<file path="config.mk">
export PLATFORM = sky130hd
export DESIGN_NAME = ddr_axi_traffic_gen_flat
export DESIGN_NICKNAME = d
export VERILOG_FILES = /design/src/rtl/ddr_axi_traffic_gen_if.sv /design/src/rtl/ddr_axi_traffic_gen.sv /design/src/flat_wrapper.sv
export SDC_FILE = /design/constraint.sdc
export NUM_CORES = 1
export LEC_CHECK = 0
export ABC_AREA = 1
export BUFFER_PORTS_ARGS = -buffer_cell sky130_fd_sc_hd__buf_2
export CAP_MARGIN = 5
export CORE_AREA = 2 2 581 583
export CTS_CLUSTER_SIZE = 16
export DETAILED_ROUTE_END_ITERATION = 10
export DIE_AREA = 0 0 583 585
export SYNTH_ARGS = -nofsm -noshare
export SYNTH_HDL_FRONTEND = slang
export SYNTH_SLANG_ARGS = --single-unit
</file>
<file path="constraint.sdc">
create_clock -name clk_core -period 4.6 [get_ports clk_core]
set_input_delay 0.69 -clock clk_core [delete_from_list [all_inputs] [get_ports clk_core]]
set_output_delay 0.69 -clock clk_core [all_outputs]
set_load 0.02 [all_outputs]
</file>
<file path="src/rtl/ddr_axi_traffic_gen_if.sv">
// AXI4 signal bundle for one shell DDR channel. The master modport is the traffic generator side
// and the slave modport is the memory or controller side.
interface ddr_axi_traffic_gen_if;
    logic [15:0]  cl_sh_ddr_awid;
    logic [63:0]  cl_sh_ddr_awaddr;
    logic [7:0]   cl_sh_ddr_awlen;
    logic [2:0]   cl_sh_ddr_awsize;
    logic [1:0]   cl_sh_ddr_awburst;
    logic         cl_sh_ddr_awvalid;
    logic         sh_cl_ddr_awready;

    logic [15:0]  cl_sh_ddr_wid;
    logic [511:0] cl_sh_ddr_wdata;
    logic [63:0]  cl_sh_ddr_wstrb;
    logic         cl_sh_ddr_wlast;
    logic         cl_sh_ddr_wvalid;
    logic         sh_cl_ddr_wready;

    logic [15:0]  sh_cl_ddr_bid;
    logic [1:0]   sh_cl_ddr_bresp;
    logic         sh_cl_ddr_bvalid;
    logic         cl_sh_ddr_bready;

    logic [15:0]  cl_sh_ddr_arid;
    logic [63:0]  cl_sh_ddr_araddr;
    logic [7:0]   cl_sh_ddr_arlen;
    logic [2:0]   cl_sh_ddr_arsize;
    logic [1:0]   cl_sh_ddr_arburst;
    logic         cl_sh_ddr_arvalid;
    logic         sh_cl_ddr_arready;

    logic [15:0]  sh_cl_ddr_rid;
    logic [511:0] sh_cl_ddr_rdata;
    logic [1:0]   sh_cl_ddr_rresp;
    logic         sh_cl_ddr_rlast;
    logic         sh_cl_ddr_rvalid;
    logic         cl_sh_ddr_rready;

    modport master (
        output cl_sh_ddr_awid, cl_sh_ddr_awaddr, cl_sh_ddr_awlen, cl_sh_ddr_awsize,
               cl_sh_ddr_awburst, cl_sh_ddr_awvalid,
        input  sh_cl_ddr_awready,
        output cl_sh_ddr_wid, cl_sh_ddr_wdata, cl_sh_ddr_wstrb, cl_sh_ddr_wlast, cl_sh_ddr_wvalid,
        input  sh_cl_ddr_wready,
        input  sh_cl_ddr_bid, sh_cl_ddr_bresp, sh_cl_ddr_bvalid,
        output cl_sh_ddr_bready,
        output cl_sh_ddr_arid, cl_sh_ddr_araddr, cl_sh_ddr_arlen, cl_sh_ddr_arsize,
               cl_sh_ddr_arburst, cl_sh_ddr_arvalid,
        input  sh_cl_ddr_arready,
        input  sh_cl_ddr_rid, sh_cl_ddr_rdata, sh_cl_ddr_rresp, sh_cl_ddr_rlast, sh_cl_ddr_rvalid,
        output cl_sh_ddr_rready
    );

    modport slave (
        input  cl_sh_ddr_awid, cl_sh_ddr_awaddr, cl_sh_ddr_awlen, cl_sh_ddr_awsize,
               cl_sh_ddr_awburst, cl_sh_ddr_awvalid,
        output sh_cl_ddr_awready,
        input  cl_sh_ddr_wid, cl_sh_ddr_wdata, cl_sh_ddr_wstrb, cl_sh_ddr_wlast, cl_sh_ddr_wvalid,
        output sh_cl_ddr_wready,
        output sh_cl_ddr_bid, sh_cl_ddr_bresp, sh_cl_ddr_bvalid,
        input  cl_sh_ddr_bready,
        input  cl_sh_ddr_arid, cl_sh_ddr_araddr, cl_sh_ddr_arlen, cl_sh_ddr_arsize,
               cl_sh_ddr_arburst, cl_sh_ddr_arvalid,
        output sh_cl_ddr_arready,
        output sh_cl_ddr_rid, sh_cl_ddr_rdata, sh_cl_ddr_rresp, sh_cl_ddr_rlast, sh_cl_ddr_rvalid,
        input  cl_sh_ddr_rready
    );
endinterface

</file>
<file path="src/rtl/ddr_axi_traffic_gen.sv">
// Single-outstanding AXI4 write-then-readback pattern generator for one DDR channel.
// Define DDR_TRAFFIC_GEN_CHECK_EN to build the read-data comparator.
module ddr_axi_traffic_gen (
    input  logic                  clk_core,
    input  logic                  rst_n,
    input  logic                  start,
    input  logic [63:0]           cfg_base,
    input  logic [7:0]            cfg_len,
    input  logic [15:0]           cfg_num,
    input  logic [31:0]           cfg_seed,
    output logic                  busy,
    output logic                  done,
    output logic                  cfg_err,
    output logic [15:0]           err_cnt,
    ddr_axi_traffic_gen_if.master ddr
);

    typedef enum logic [2:0] {
        StIdle,
        StWrAddr,
        StWrData,
        StWrResp,
        StRdAddr,
        StRdData,
        StDone
    } state_e;

    state_e       state_q, state_d;
    logic [63:0]  base_q, base_d;
    logic [7:0]   len_q, len_d;
    logic [15:0]  num_q, num_d;
    logic [31:0]  seed_q, seed_d;
    logic [15:0]  burst_q, burst_d;
    logic [7:0]   beat_q, beat_d;
    logic [63:0]  burst_addr_q, burst_addr_d;
    logic [63:0]  beat_addr_q, beat_addr_d;
    logic         awvalid_q, awvalid_d;
    logic         wvalid_q, wvalid_d;
    logic         arvalid_q, arvalid_d;
    logic         busy_q, busy_d;
    logic         done_q, done_d;
    logic         cfg_err_q, cfg_err_d;
    logic [15:0]  err_cnt_q, err_cnt_d;

    logic         len_ok;
    logic [63:0]  burst_step;
    logic         last_beat;
    logic         last_burst;
    logic [511:0] exp_data;
    logic         aw_hs, w_hs, b_hs, ar_hs, r_hs;
    logic         data_bad;
    logic         rd_bad;
    logic         err_inc;
    logic         unused_in;

    always_comb begin
        case (cfg_len)
            8'd0, 8'd1, 8'd3, 8'd7, 8'd15, 8'd31, 8'd63: len_ok = 1'b1;
            default:                                     len_ok = 1'b0;
        endcase
    end

    // Bytes per burst: (len + 1) beats of 64 B.
    assign burst_step = {49'd0, {1'b0, len_q} + 9'd1, 6'd0};
    assign last_beat  = (beat_q == len_q);
    assign last_burst = (burst_q == num_q - 16'd1);
    assign exp_data   = {16{beat_addr_q[31:0] ^ seed_q}};

    assign aw_hs = awvalid_q & ddr.sh_cl_ddr_awready;
    assign w_hs  = wvalid_q & ddr.sh_cl_ddr_wready;
    assign b_hs  = (state_q == StWrResp) & ddr.sh_cl_ddr_bvalid;
    assign ar_hs = arvalid_q & ddr.sh_cl_ddr_arready;
    assign r_hs  = (state_q == StRdData) & ddr.sh_cl_ddr_rvalid;

`ifdef DDR_TRAFFIC_GEN_CHECK_EN
    assign data_bad  = (ddr.sh_cl_ddr_rdata != exp_data);
    assign unused_in = ^{ddr.sh_cl_ddr_bid, ddr.sh_cl_ddr_rid};
`else
    assign data_bad  = 1'b0;
    assign unused_in = ^{ddr.sh_cl_ddr_bid, ddr.sh_cl_ddr_rid, ddr.sh_cl_ddr_rdata};
`endif

    // Read beat errors are OR-ed so one beat never counts more than once.
    assign rd_bad  = (ddr.sh_cl_ddr_rresp != 2'b00) | (ddr.sh_cl_ddr_rlast != last_beat) | data_bad;
    assign err_inc = (b_hs & (ddr.sh_cl_ddr_bresp != 2'b00)) | (r_hs & rd_bad);

    always_comb begin
        state_d      = state_q;
        base_d       = base_q;
        len_d        = len_q;
        num_d        = num_q;
        seed_d       = seed_q;
        burst_d      = burst_q;
        beat_d       = beat_q;
        burst_addr_d = burst_addr_q;
        beat_addr_d  = beat_addr_q;
        awvalid_d    = awvalid_q;
        wvalid_d     = wvalid_q;
        arvalid_d    = arvalid_q;
        busy_d       = busy_q;
        done_d       = done_q;
        cfg_err_d    = cfg_err_q;
        err_cnt_d    = err_cnt_q;

        if (err_inc && (err_cnt_q != 16'hFFFF)) begin
            err_cnt_d = err_cnt_q + 16'd1;
        end

        case (state_q)
            StIdle, StDone: begin
                if (state_q == StDone) begin
                    state_d = StIdle;
                end
                if (start) begin
                    base_d       = cfg_base;
                    len_d        = cfg_len;
                    num_d        = cfg_num;
                    seed_d       = cfg_seed;
                    burst_d      = 16'd0;
                    burst_addr_d = cfg_base;
                    err_cnt_d    = 16'd0;
                    done_d       = 1'b0;
                    cfg_err_d    = 1'b0;
                    if (!len_ok) begin
                        cfg_err_d = 1'b1;
                        done_d    = 1'b1;
                        state_d   = StDone;
                    end else if (cfg_num == 16'd0) begin
                        done_d  = 1'b1;
                        state_d = StDone;
                    end else begin
                        busy_d  = 1'b1;
                        state_d = StWrAddr;
                    end
                end
            end
            StWrAddr: begin
                // First cycle in the state only raises awvalid; this also gives the B-to-AW gap.
                if (!awvalid_q) begin
                    awvalid_d = 1'b1;
                end else if (aw_hs) begin
                    awvalid_d   = 1'b0;
                    wvalid_d    = 1'b1;
                    beat_d      = 8'd0;
                    beat_addr_d = burst_addr_q;
                    state_d     = StWrData;
                end
            end
            StWrData: begin
                if (w_hs) begin
                    if (last_beat) begin
                        wvalid_d = 1'b0;
                        state_d  = StWrResp;
                    end else begin
                        beat_d      = beat_q + 8'd1;
                        beat_addr_d = beat_addr_q + 64'd64;
                    end
                end
            end
            StWrResp: begin
                if (b_hs) begin
                    if (last_burst) begin
                        burst_d      = 16'd0;
                        burst_addr_d = base_q;
                        state_d      = StRdAddr;
                    end else begin
                        burst_d      = burst_q + 16'd1;
                        burst_addr_d = burst_addr_q + burst_step;
                        state_d      = StWrAddr;
                    end
                end
            end
            StRdAddr: begin
                if (!arvalid_q) begin
                    arvalid_d = 1'b1;
                end else if (ar_hs) begin
                    arvalid_d   = 1'b0;
                    beat_d      = 8'd0;
                    beat_addr_d = burst_addr_q;
                    state_d     = StRdData;
                end
            end
            StRdData: begin
                // Beat position is tracked locally; rlast only feeds the error check.
                if (r_hs) begin
                    if (!last_beat) begin
                        beat_d      = beat_q + 8'd1;
                        beat_addr_d = beat_addr_q + 64'd64;
                    end else if (last_burst) begin
                        busy_d  = 1'b0;
                        done_d  = 1'b1;
                        state_d = StDone;
                    end else begin
                        burst_d      = burst_q + 16'd1;
                        burst_addr_d = burst_addr_q + burst_step;
                        state_d      = StRdAddr;
                    end
                end
            end
            default: state_d = StIdle;
        endcase
    end

    always_ff @(posedge clk_core or negedge rst_n) begin
        if (!rst_n) begin
            state_q      <= StIdle;
            base_q       <= 64'd0;
            len_q        <= 8'd0;
            num_q        <= 16'd0;
            seed_q       <= 32'd0;
            burst_q      <= 16'd0;
            beat_q       <= 8'd0;
            burst_addr_q <= 64'd0;
            beat_addr_q  <= 64'd0;
            awvalid_q    <= 1'b0;
            wvalid_q     <= 1'b0;
            arvalid_q    <= 1'b0;
            busy_q       <= 1'b0;
            done_q       <= 1'b0;
            cfg_err_q    <= 1'b0;
            err_cnt_q    <= 16'd0;
        end else begin
            state_q      <= state_d;
            base_q       <= base_d;
            len_q        <= len_d;
            num_q        <= num_d;
            seed_q       <= seed_d;
            burst_q      <= burst_d;
            beat_q       <= beat_d;
            burst_addr_q <= burst_addr_d;
            beat_addr_q  <= beat_addr_d;
            awvalid_q    <= awvalid_d;
            wvalid_q     <= wvalid_d;
            arvalid_q    <= arvalid_d;
            busy_q       <= busy_d;
            done_q       <= done_d;
            cfg_err_q    <= cfg_err_d;
            err_cnt_q    <= err_cnt_d;
        end
    end

    assign busy    = busy_q;
    assign done    = done_q;
    assign cfg_err = cfg_err_q;
    assign err_cnt = err_cnt_q;

    assign ddr.cl_sh_ddr_awid    = 16'd0;
    assign ddr.cl_sh_ddr_awaddr  = burst_addr_q;
    assign ddr.cl_sh_ddr_awlen   = len_q;
    assign ddr.cl_sh_ddr_awsize  = 3'd6;
    assign ddr.cl_sh_ddr_awburst = 2'b01;
    assign ddr.cl_sh_ddr_awvalid = awvalid_q;

    assign ddr.cl_sh_ddr_wid     = 16'd0;
    assign ddr.cl_sh_ddr_wdata   = exp_data;
    assign ddr.cl_sh_ddr_wstrb   = {64{1'b1}};
    assign ddr.cl_sh_ddr_wlast   = wvalid_q & last_beat;
    assign ddr.cl_sh_ddr_wvalid  = wvalid_q;

    assign ddr.cl_sh_ddr_bready  = (state_q == StWrResp);

    assign ddr.cl_sh_ddr_arid    = 16'd0;
    assign ddr.cl_sh_ddr_araddr  = burst_addr_q;
    assign ddr.cl_sh_ddr_arlen   = len_q;
    assign ddr.cl_sh_ddr_arsize  = 3'd6;
    assign ddr.cl_sh_ddr_arburst = 2'b01;
    assign ddr.cl_sh_ddr_arvalid = arvalid_q;

    assign ddr.cl_sh_ddr_rready  = (state_q == StRdData);

endmodule

</file>
<file path="src/flat_wrapper.sv">
// flat-port wrapper written by rule: the top's interface ports become plain ports
module ddr_axi_traffic_gen_flat 
  (clk_core, rst_n, start, cfg_base, cfg_len, cfg_num, cfg_seed, busy, done, cfg_err, err_cnt, ddr_cl_sh_ddr_awid, ddr_cl_sh_ddr_awaddr, ddr_cl_sh_ddr_awlen, ddr_cl_sh_ddr_awsize, ddr_cl_sh_ddr_awburst, ddr_cl_sh_ddr_awvalid, ddr_sh_cl_ddr_awready, ddr_cl_sh_ddr_wid, ddr_cl_sh_ddr_wdata, ddr_cl_sh_ddr_wstrb, ddr_cl_sh_ddr_wlast, ddr_cl_sh_ddr_wvalid, ddr_sh_cl_ddr_wready, ddr_sh_cl_ddr_bid, ddr_sh_cl_ddr_bresp, ddr_sh_cl_ddr_bvalid, ddr_cl_sh_ddr_bready, ddr_cl_sh_ddr_arid, ddr_cl_sh_ddr_araddr, ddr_cl_sh_ddr_arlen, ddr_cl_sh_ddr_arsize, ddr_cl_sh_ddr_arburst, ddr_cl_sh_ddr_arvalid, ddr_sh_cl_ddr_arready, ddr_sh_cl_ddr_rid, ddr_sh_cl_ddr_rdata, ddr_sh_cl_ddr_rresp, ddr_sh_cl_ddr_rlast, ddr_sh_cl_ddr_rvalid, ddr_cl_sh_ddr_rready);
  ddr_axi_traffic_gen_if ddr_i ();
  input  logic clk_core;
  input  logic rst_n;
  input  logic start;
  input  logic [63:0] cfg_base;
  input  logic [7:0] cfg_len;
  input  logic [15:0] cfg_num;
  input  logic [31:0] cfg_seed;
  output logic busy;
  output logic done;
  output logic cfg_err;
  output logic [15:0] err_cnt;
  output wire logic [$bits(ddr_i.cl_sh_ddr_awid)-1:0] ddr_cl_sh_ddr_awid;
  output wire logic [$bits(ddr_i.cl_sh_ddr_awaddr)-1:0] ddr_cl_sh_ddr_awaddr;
  output wire logic [$bits(ddr_i.cl_sh_ddr_awlen)-1:0] ddr_cl_sh_ddr_awlen;
  output wire logic [$bits(ddr_i.cl_sh_ddr_awsize)-1:0] ddr_cl_sh_ddr_awsize;
  output wire logic [$bits(ddr_i.cl_sh_ddr_awburst)-1:0] ddr_cl_sh_ddr_awburst;
  output wire logic [$bits(ddr_i.cl_sh_ddr_awvalid)-1:0] ddr_cl_sh_ddr_awvalid;
  input wire logic [$bits(ddr_i.sh_cl_ddr_awready)-1:0] ddr_sh_cl_ddr_awready;
  output wire logic [$bits(ddr_i.cl_sh_ddr_wid)-1:0] ddr_cl_sh_ddr_wid;
  output wire logic [$bits(ddr_i.cl_sh_ddr_wdata)-1:0] ddr_cl_sh_ddr_wdata;
  output wire logic [$bits(ddr_i.cl_sh_ddr_wstrb)-1:0] ddr_cl_sh_ddr_wstrb;
  output wire logic [$bits(ddr_i.cl_sh_ddr_wlast)-1:0] ddr_cl_sh_ddr_wlast;
  output wire logic [$bits(ddr_i.cl_sh_ddr_wvalid)-1:0] ddr_cl_sh_ddr_wvalid;
  input wire logic [$bits(ddr_i.sh_cl_ddr_wready)-1:0] ddr_sh_cl_ddr_wready;
  input wire logic [$bits(ddr_i.sh_cl_ddr_bid)-1:0] ddr_sh_cl_ddr_bid;
  input wire logic [$bits(ddr_i.sh_cl_ddr_bresp)-1:0] ddr_sh_cl_ddr_bresp;
  input wire logic [$bits(ddr_i.sh_cl_ddr_bvalid)-1:0] ddr_sh_cl_ddr_bvalid;
  output wire logic [$bits(ddr_i.cl_sh_ddr_bready)-1:0] ddr_cl_sh_ddr_bready;
  output wire logic [$bits(ddr_i.cl_sh_ddr_arid)-1:0] ddr_cl_sh_ddr_arid;
  output wire logic [$bits(ddr_i.cl_sh_ddr_araddr)-1:0] ddr_cl_sh_ddr_araddr;
  output wire logic [$bits(ddr_i.cl_sh_ddr_arlen)-1:0] ddr_cl_sh_ddr_arlen;
  output wire logic [$bits(ddr_i.cl_sh_ddr_arsize)-1:0] ddr_cl_sh_ddr_arsize;
  output wire logic [$bits(ddr_i.cl_sh_ddr_arburst)-1:0] ddr_cl_sh_ddr_arburst;
  output wire logic [$bits(ddr_i.cl_sh_ddr_arvalid)-1:0] ddr_cl_sh_ddr_arvalid;
  input wire logic [$bits(ddr_i.sh_cl_ddr_arready)-1:0] ddr_sh_cl_ddr_arready;
  input wire logic [$bits(ddr_i.sh_cl_ddr_rid)-1:0] ddr_sh_cl_ddr_rid;
  input wire logic [$bits(ddr_i.sh_cl_ddr_rdata)-1:0] ddr_sh_cl_ddr_rdata;
  input wire logic [$bits(ddr_i.sh_cl_ddr_rresp)-1:0] ddr_sh_cl_ddr_rresp;
  input wire logic [$bits(ddr_i.sh_cl_ddr_rlast)-1:0] ddr_sh_cl_ddr_rlast;
  input wire logic [$bits(ddr_i.sh_cl_ddr_rvalid)-1:0] ddr_sh_cl_ddr_rvalid;
  output wire logic [$bits(ddr_i.cl_sh_ddr_rready)-1:0] ddr_cl_sh_ddr_rready;
  assign ddr_cl_sh_ddr_awid = ddr_i.cl_sh_ddr_awid;
  assign ddr_cl_sh_ddr_awaddr = ddr_i.cl_sh_ddr_awaddr;
  assign ddr_cl_sh_ddr_awlen = ddr_i.cl_sh_ddr_awlen;
  assign ddr_cl_sh_ddr_awsize = ddr_i.cl_sh_ddr_awsize;
  assign ddr_cl_sh_ddr_awburst = ddr_i.cl_sh_ddr_awburst;
  assign ddr_cl_sh_ddr_awvalid = ddr_i.cl_sh_ddr_awvalid;
  assign ddr_i.sh_cl_ddr_awready = ddr_sh_cl_ddr_awready;
  assign ddr_cl_sh_ddr_wid = ddr_i.cl_sh_ddr_wid;
  assign ddr_cl_sh_ddr_wdata = ddr_i.cl_sh_ddr_wdata;
  assign ddr_cl_sh_ddr_wstrb = ddr_i.cl_sh_ddr_wstrb;
  assign ddr_cl_sh_ddr_wlast = ddr_i.cl_sh_ddr_wlast;
  assign ddr_cl_sh_ddr_wvalid = ddr_i.cl_sh_ddr_wvalid;
  assign ddr_i.sh_cl_ddr_wready = ddr_sh_cl_ddr_wready;
  assign ddr_i.sh_cl_ddr_bid = ddr_sh_cl_ddr_bid;
  assign ddr_i.sh_cl_ddr_bresp = ddr_sh_cl_ddr_bresp;
  assign ddr_i.sh_cl_ddr_bvalid = ddr_sh_cl_ddr_bvalid;
  assign ddr_cl_sh_ddr_bready = ddr_i.cl_sh_ddr_bready;
  assign ddr_cl_sh_ddr_arid = ddr_i.cl_sh_ddr_arid;
  assign ddr_cl_sh_ddr_araddr = ddr_i.cl_sh_ddr_araddr;
  assign ddr_cl_sh_ddr_arlen = ddr_i.cl_sh_ddr_arlen;
  assign ddr_cl_sh_ddr_arsize = ddr_i.cl_sh_ddr_arsize;
  assign ddr_cl_sh_ddr_arburst = ddr_i.cl_sh_ddr_arburst;
  assign ddr_cl_sh_ddr_arvalid = ddr_i.cl_sh_ddr_arvalid;
  assign ddr_i.sh_cl_ddr_arready = ddr_sh_cl_ddr_arready;
  assign ddr_i.sh_cl_ddr_rid = ddr_sh_cl_ddr_rid;
  assign ddr_i.sh_cl_ddr_rdata = ddr_sh_cl_ddr_rdata;
  assign ddr_i.sh_cl_ddr_rresp = ddr_sh_cl_ddr_rresp;
  assign ddr_i.sh_cl_ddr_rlast = ddr_sh_cl_ddr_rlast;
  assign ddr_i.sh_cl_ddr_rvalid = ddr_sh_cl_ddr_rvalid;
  assign ddr_cl_sh_ddr_rready = ddr_i.cl_sh_ddr_rready;
  ddr_axi_traffic_gen u_core (.clk_core(clk_core), .rst_n(rst_n), .start(start), .cfg_base(cfg_base), .cfg_len(cfg_len), .cfg_num(cfg_num), .cfg_seed(cfg_seed), .busy(busy), .done(done), .cfg_err(cfg_err), .err_cnt(err_cnt), .ddr(ddr_i));
endmodule
</file>
==> results of run 1 <==
[cell type report]
cell class                      count  area, um2  area share (%)
Clock inverter                     21        198           0.675
Inverter                          268       1010            3.45
Multi-Input combinational cell   2126      10200            34.7
Clock buffer                       54       1150            3.94
Tap cell                         4407       5510            18.8
Antenna cell                       35       87.6           0.299
Sequential cell                   265       6630            22.6
Timing Repair Buffer              864       4550            15.5
[cell families after synthesis]
logic type | after synthesis
and+or+nand+nor | 1665
buffers and inverters | 1043
xor gates and xnor gates | 137
other | 2
adders and majority gates | 19
AOI/OAI and AO/OA | 183
DFF | 265
[critical path, stage by stage, from the launching register on]
cell and delay, ns:
dfrtp_1 0.53, ha_1 0.29, nand2_1 0.06, inv_1 0.05
nor2_1 0.46, ha_1 0.41, a21oi_1 0.23, nand2_1 0.20
nand2_1 0.10, nand2_1 0.11, nand2_1 0.11, nand2_1 0.20
nand2_1 0.23, inv_1 0.06, nand2_1 0.23, xor2_1 0.17
inv_1 0.05, nand2_1 0.06, nand2_1 0.07, nand2_1 0.05
nand2_1 0.06
[per-layer routing]
metal	routed length [um]	track usage, %
met5	197	0
met3	8600	1.62
met1	43200	7.10
met4	5630	3.72
met2	60700	11.8
[registers in the layout (all words and copies together) (netlist names)]
signal and count:
u_core.beat_addr_q 32, u_core.done 1, u_core.state_q 3, u_core.burst_q 16, u_core.ddr.cl_sh_ddr_araddr 64, u_core.seed_q 32, u_core.ddr.cl_sh_ddr_arlen 8, u_core.beat_q 8
u_core.err_cnt 16, u_core.ddr.cl_sh_ddr_awvalid 1, u_core.num_q 16, u_core.cfg_err 1, u_core.busy 1, u_core.ddr.cl_sh_ddr_arvalid 1, u_core.base_q 64, u_core.ddr.cl_sh_ddr_wvalid 1
[synthesized netlist by cell type (10+ instances only)]
master,count
nand3_1,125
clkbuf_1,56
o21ai_0,107
xnor2_1,32
nor2_1,299
ha_1,18
nand4_1,89
a21oi_1,28
nand3b_1,16
buf_2,14
buf_4,684
nand2_2,12
buf_6,11
xor2_1,105
o21ai_1,21
nor3_1,42
dfrtp_1,265
inv_2,10
inv_1,257
nand2_1,1041
[cells in the final DEF (no fill, tap or decap), types with 18 or more instances in the layout]
| cell type | n |
|---|---|
| nand2_1 | 1040 |
| buf_2 | 812 |
| nor2_1 | 296 |
| dfrtp_1 | 265 |
| inv_1 | 257 |
| nand3_1 | 125 |
| conb_1 | 122 |
| o21ai_0 | 107 |
| nand4_1 | 89 |
| xor2_1 | 81 |
| buf_4 | 44 |
| nor3_1 | 41 |
| clkbuf_16 | 41 |
| diode_2 | 35 |
| xnor2_1 | 32 |
| a21oi_1 | 28 |
| o21ai_1 | 21 |
| ha_1 | 18 |
[power by group through the flow]
stage                     Sequential, mW  Combinational (mW)  Clock (mW)
after global routing                5.50                22.1        3.50
after detailed placement            5.46                20.7           0
after global placement              5.45                20.6           0
after CTS                           5.43                20.7        3.44
after floorplan                     4.72                18.0           0
final                               5.32                20.2        3.28
[worst max-delay path by stage]
stage	from	endpoint	slack (ns)
CTS	u_core.ddr.cl_sh_ddr_arlen[0]$_DFFE_PN0P_	u_core.ddr.cl_sh_ddr_araddr[63]$_DFFE_PN0P_	0.74
global route	u_core.ddr.cl_sh_ddr_arlen[0]$_DFFE_PN0P_	u_core.ddr.cl_sh_ddr_araddr[56]$_DFFE_PN0P_	0.45
finish	u_core.ddr.cl_sh_ddr_arlen[0]$_DFFE_PN0P_	u_core.ddr.cl_sh_ddr_araddr[63]$_DFFE_PN0P_	0.75
detailed placement	u_core.ddr.cl_sh_ddr_arlen[0]$_DFFE_PN0P_	u_core.ddr.cl_sh_ddr_araddr[63]$_DFFE_PN0P_	0.73
global placement	u_core.ddr.cl_sh_ddr_arlen[0]$_DFFE_PN0P_	u_core.ddr.cl_sh_ddr_araddr[63]$_DFFE_PN0P_	0.72
floorplan	u_core.ddr.cl_sh_ddr_arlen[3]$_DFFE_PN0P_	u_core.ddr.cl_sh_ddr_araddr[44]$_DFFE_PN0P_	1.68
==> qor.csv, run 1 <==
metric,value,unit
Crit path required time,5.14,ns
worst vdd ir,0.486,mV
DR iter-0 viols,1457,
vias in the first global route,18200,
global-route wire length before repair,153000,um
Placed Cells,7930,
"Async S/R FF share, synth",100,%
Overflow after GRT,0,
HPWL after DPL,95800,um
Chip Width,583,um
remaining antenna violation count after routing,0,
Clock Pin Slew Worst Setup and Hold Paths,0.07,ns
mux cell area share after synthesis,0,%
sequential fraction of design power,18.5,%
Yosys reg bits,265,
Pleak,13.6,nW
Total GRT Usage,6.61,%
Int Pwr,10.7,mW
# fillers,39300,
total CTS buffers,41,
Post-DP Area,0.0279,mm2
H-tree depth,2,
main combinational cell family by area after synthesis,simple AND/OR/NAND/NOR gates,
Post-Synth XOR/XNOR Area,5.31,%
CTS Buffer Depth,3,
Synth Instances,3314,
Setup CP Type,reg2reg,
Compound-Gate Fraction of Synth Area,4.30,%
fin area,0.0293,mm2
Post-Syn Area,0.0226,mm2
syn_area_per_cell,6.82,um2
maxcap violations,0,
Worst slew margin,18.3,%
prevailing post-synth register cell,dfrtp_1,
final setup TNS,0,ns
Skew-Pair Late Insertion Delay,0.67,ns
"Setup Fix Bufs, Post-CTS",0,
post-synth top area share,29.3,%
Hold WS,0.0710,ns
I/O pin cnt,1480,
vias per cell,2.61,
RD Place Congestion,0.888,
average wire per standard cell,14.7,um
CTS sink cnt,265,
crit start category,register,
PortBufs,813,
DRC Markers,0,
fin. max-slew vios,0,
Post-synth EDFFs,0,
Simple-Gate Fraction of Synth Area,30.8,%
post_cts resized,0,
unrepaired setup endpoints after global routing,false,
worst slack at placement,0.732,ns
Clock Power Share,11.4,%
combinational power share,70.1,%
pin count of the biggest net entering global routing,130,
std cell rows,213,
status,completed,
area delta synth->final,29.6,%
flop-to-flop setup slack,0.75,ns
PwrDens,982,mW/mm2
"Period Utilization, post-route",83.7,%
final std cells w/o fill,8040,
fin crit period,3.85,ns
adder-cell share of the synthesized area,1.08,%
"area leader, netlist",dfrtp_1,
initial antenna violation count,85,
drt total wl,118000,um
Psw,18.1,mW
iteration count of the initial detailed-routing pass,6,
worst hold path class,in2async,
die footprint,0.341,mm2
CTS Hold Bufs,0,
Tot Pwr,28.8,mW
"Net count, final",4262,
Fin Clk Skew,0.0514,ns
post-synthesis sequential area ratio,29.3,%
TritonCTS clock tree,yes,
Yosys warning count,0,
switching power share of the total,62.7,%
fraction of layout cells with a size suffix above 1,28.1,%
endpoints failing setup,0,
worst-margin pin slew,1.22,ns
CTS Root Cell,clkbuf_16,
worst-path maximum fanout,6,
Cell variety after synth,46,
DR vias,21000,
Starting Density,6.75,%
"Hold Vio Cnt, Final",0,
fin util,8.74,%
reg2reg end,u_core.ddr.cl_sh_ddr_araddr[63]$_DFFE_PN0P_,
Max Clock Freq,260,MHz
PnR worst setup slack,0.751,ns
Core ar.,0.335,mm2
die boundary height,585,um
crit path capture type,register,
"top cells by area, synth","dfrtp_1 (29%), buf_4 (23%), nand2_1 (17%)",
Worst Reg-to-Reg Cells,20,
RR Startpoint,u_core.ddr.cl_sh_ddr_arlen[0]$_DFFE_PN0P_,
WP data arrival,4.39,ns
Power figures use the tool's default switching activity.
==> inputs of run 2 (changes only) <==
Clock period 4.6 ns to 3.6 ns, I/O delays scaled along.
==> run 2 against run 1 <==
Against the previous run: sequential power grew 19%; via count grew 1.2%; global-route usage is essentially flat; critical endpoint is now u_core.ddr.cl_sh_ddr_araddr[52]$_DFFE_PN0P_; critical path depth is the same.
==> qor.csv, run 2 (synthesized netlist as in run 1, its figures left out) <==
metric,value,unit
Overflow after GRT,0,
"Period Utilization, post-route",91.5,%
Setup CP Type,reg2reg,
Worst Path Buf+Inv,4,
"delay-heaviest family, CP",simple AND/OR/NAND/NOR gates,
Pleak,13.9,nW
"Hold Vio Cnt, Final",0,
average wire per standard cell,14.7,um
fin. max-slew vios,0,
cell mode on critical path,nand2_1,
unrepaired setup endpoints after global routing,false,
Core ar.,0.335,mm2
drt total wl,119000,um
PortBufs,813,
fraction of layout cells with a size suffix above 1,29.3,%
"commonest non-fill, non-tap cell in the layout",nand2_1,
combinational power share,71.7,%
fin crit period,3.29,ns
Clock Pin Slew Worst Setup and Hold Paths,0.06,ns
area delta synth->final,31.8,%
worst vdd ir,0.604,mV
"commonest cells after routing, fill and taps aside","nand2_1 (1037), buf_2 (812), nor2_1 (296), dfrtp_1 (265), inv_1 (257)",
std cell rows,213,
worst-margin pin slew,1.24,ns
Crit path required time,4.13,ns
die footprint,0.341,mm2
crit path cell chain,"buf_4, ha_1, nand2_1, inv_1, nand4_1, xor2_1, inv_1, ha_1, nand2_1, nor2_1, nand2_1, o21ai_1, buf_4, nand3_1, nand2_1, nand2_1, nand3_1, nand3_1, nand2_1, nand2_1",
flop-to-flop setup slack,0.31,ns
Worst slew margin,17.1,%
endpoints failing setup,0,
Chip Width,583,um
remaining antenna violation count after routing,0,
HPWL after DPL,96600,um
global-route wire length before repair,154000,um
CTS Root Cell,clkbuf_16,
DRC Markers,0,
worst-path maximum fanout,4,
# fillers,39200,
CTS Buffer Depth,3,
vias per cell,2.63,
iteration count of the initial detailed-routing pass,8,
critical path's largest stage delay,0.37,ns
Int Pwr,14.2,mW
CTS sink cnt,265,
Hold WS,0.0931,ns
"Setup Fix Bufs, Post-CTS",0,
switching power share of the total,61.9,%
Fin Clk Skew,0.0582,ns
TritonCTS clock tree,yes,
I/O pin cnt,1480,
Skew-Pair Late Insertion Delay,0.66,ns
die boundary height,585,um
status,completed,
worst hold path class,in2reg,
final setup TNS,0,ns
sequential fraction of design power,17.0,%
initial antenna violation count,86,
RD Place Congestion,0.894,
crit path capture type,register,
Total GRT Usage,6.62,%
Crit-path slowest cell,o21ai_1,
DR iter-0 viols,1551,
DR vias,21300,
vias in the first global route,18400,
Max Clock Freq,304,MHz
PwrDens,1250,mW/mm2
Starting Density,6.75,%
Clock Power Share,11.3,%
WP data arrival,3.82,ns
crit start category,register,
Psw,23.1,mW
maxcap violations,0,
total CTS buffers,40,
pin count of the biggest net entering global routing,130,
"Net count, final",4319,
H-tree depth,2,
Tot Pwr,37.4,mW
run 2: final cells by class:
cell class	instances	area [um2]	share of cell area [%]
clock buffers	53	1130	3.80
clock inverters	20	223	0.747
well taps	4407	5510	18.5
repair buffers	922	5050	16.9
multi-input cells	2126	10200	34.1
flip-flops and latches	265	6630	22.3
diodes	27	67.6	0.227
inverters	268	1010	3.40
run 2: final timing paths:
kind	startpoint	endpoint	depth (start not counted)
max in group asynchronous	rst_n	u_core.seed_q[9]$_DFFE_PN0P_	4
worst max register to register	u_core.ddr.cl_sh_ddr_arlen[1]$_DFFE_PN0P_	u_core.ddr.cl_sh_ddr_araddr[52]$_DFFE_PN0P_	20
worst min register to register	u_core.base_q[42]$_DFFE_PN0P_	u_core.base_q[42]$_DFFE_PN0P_	2
min in group asynchronous	rst_n	u_core.err_cnt[13]$_DFF_PN0_	2
worst max-delay path	u_core.ddr.cl_sh_ddr_arlen[1]$_DFFE_PN0P_	u_core.ddr.cl_sh_ddr_araddr[52]$_DFFE_PN0P_	20
worst min-delay path	cfg_seed[15]	u_core.seed_q[15]$_DFFE_PN0P_	3
run 2: per-layer routing:
layer | part of all wire [%] | wire length, um | global-route usage [%] | vias up
li1 | - | - | - | 10100
met1 | 36 | 43500 | 7.09 | 9903
met2 | 50 | 60000 | 11.9 | 951
met3 | 7.6 | 9000 | 1.72 | 234
met4 | 5.4 | 6470 | 3.39 | 46
met5 | 0.21 | 253 | 0 | -
run 2: stage by stage:
step                area (um2)  setup WS (ns)  utilization [%]  instances
floorplan                23100          0.675                -       3434
global placement         28400          0.107             8.46       7987
detailed placement       28400         0.0702             8.46       7987
CTS                      29700         0.0733             8.86       8061
global route             29800         0.0490             8.88       8074
finish                   29800          0.307             8.89       8088
run 2: power groups by stage:
stage | logic [mW] | clock network, mW | registers [mW]
2_1_floorplan | 23.0 | 0 | 6.03
3_3_place_gp | 27.3 | 0 | 6.47
3_5_place_dp | 27.4 | 0 | 6.49
4_1_cts | 27.5 | 4.44 | 6.45
5_1_grt | 29.1 | 4.53 | 6.58
6_report | 26.8 | 4.23 | 6.34
run 2: tightest hold or removal path, delay by kind of cell:
| kind | cells | cell delay (ns) |
|---|---|---|
| buf+inv | 1 | 0.08 |
| simple gates | 2 | 0.09 |
run 2: repair_timing:
item,in CTS,in global routing
hold endpoints to repair,50,0
endpoints found under the setup margin,0,8
hold buffers,1,0
resized for setup,0,6
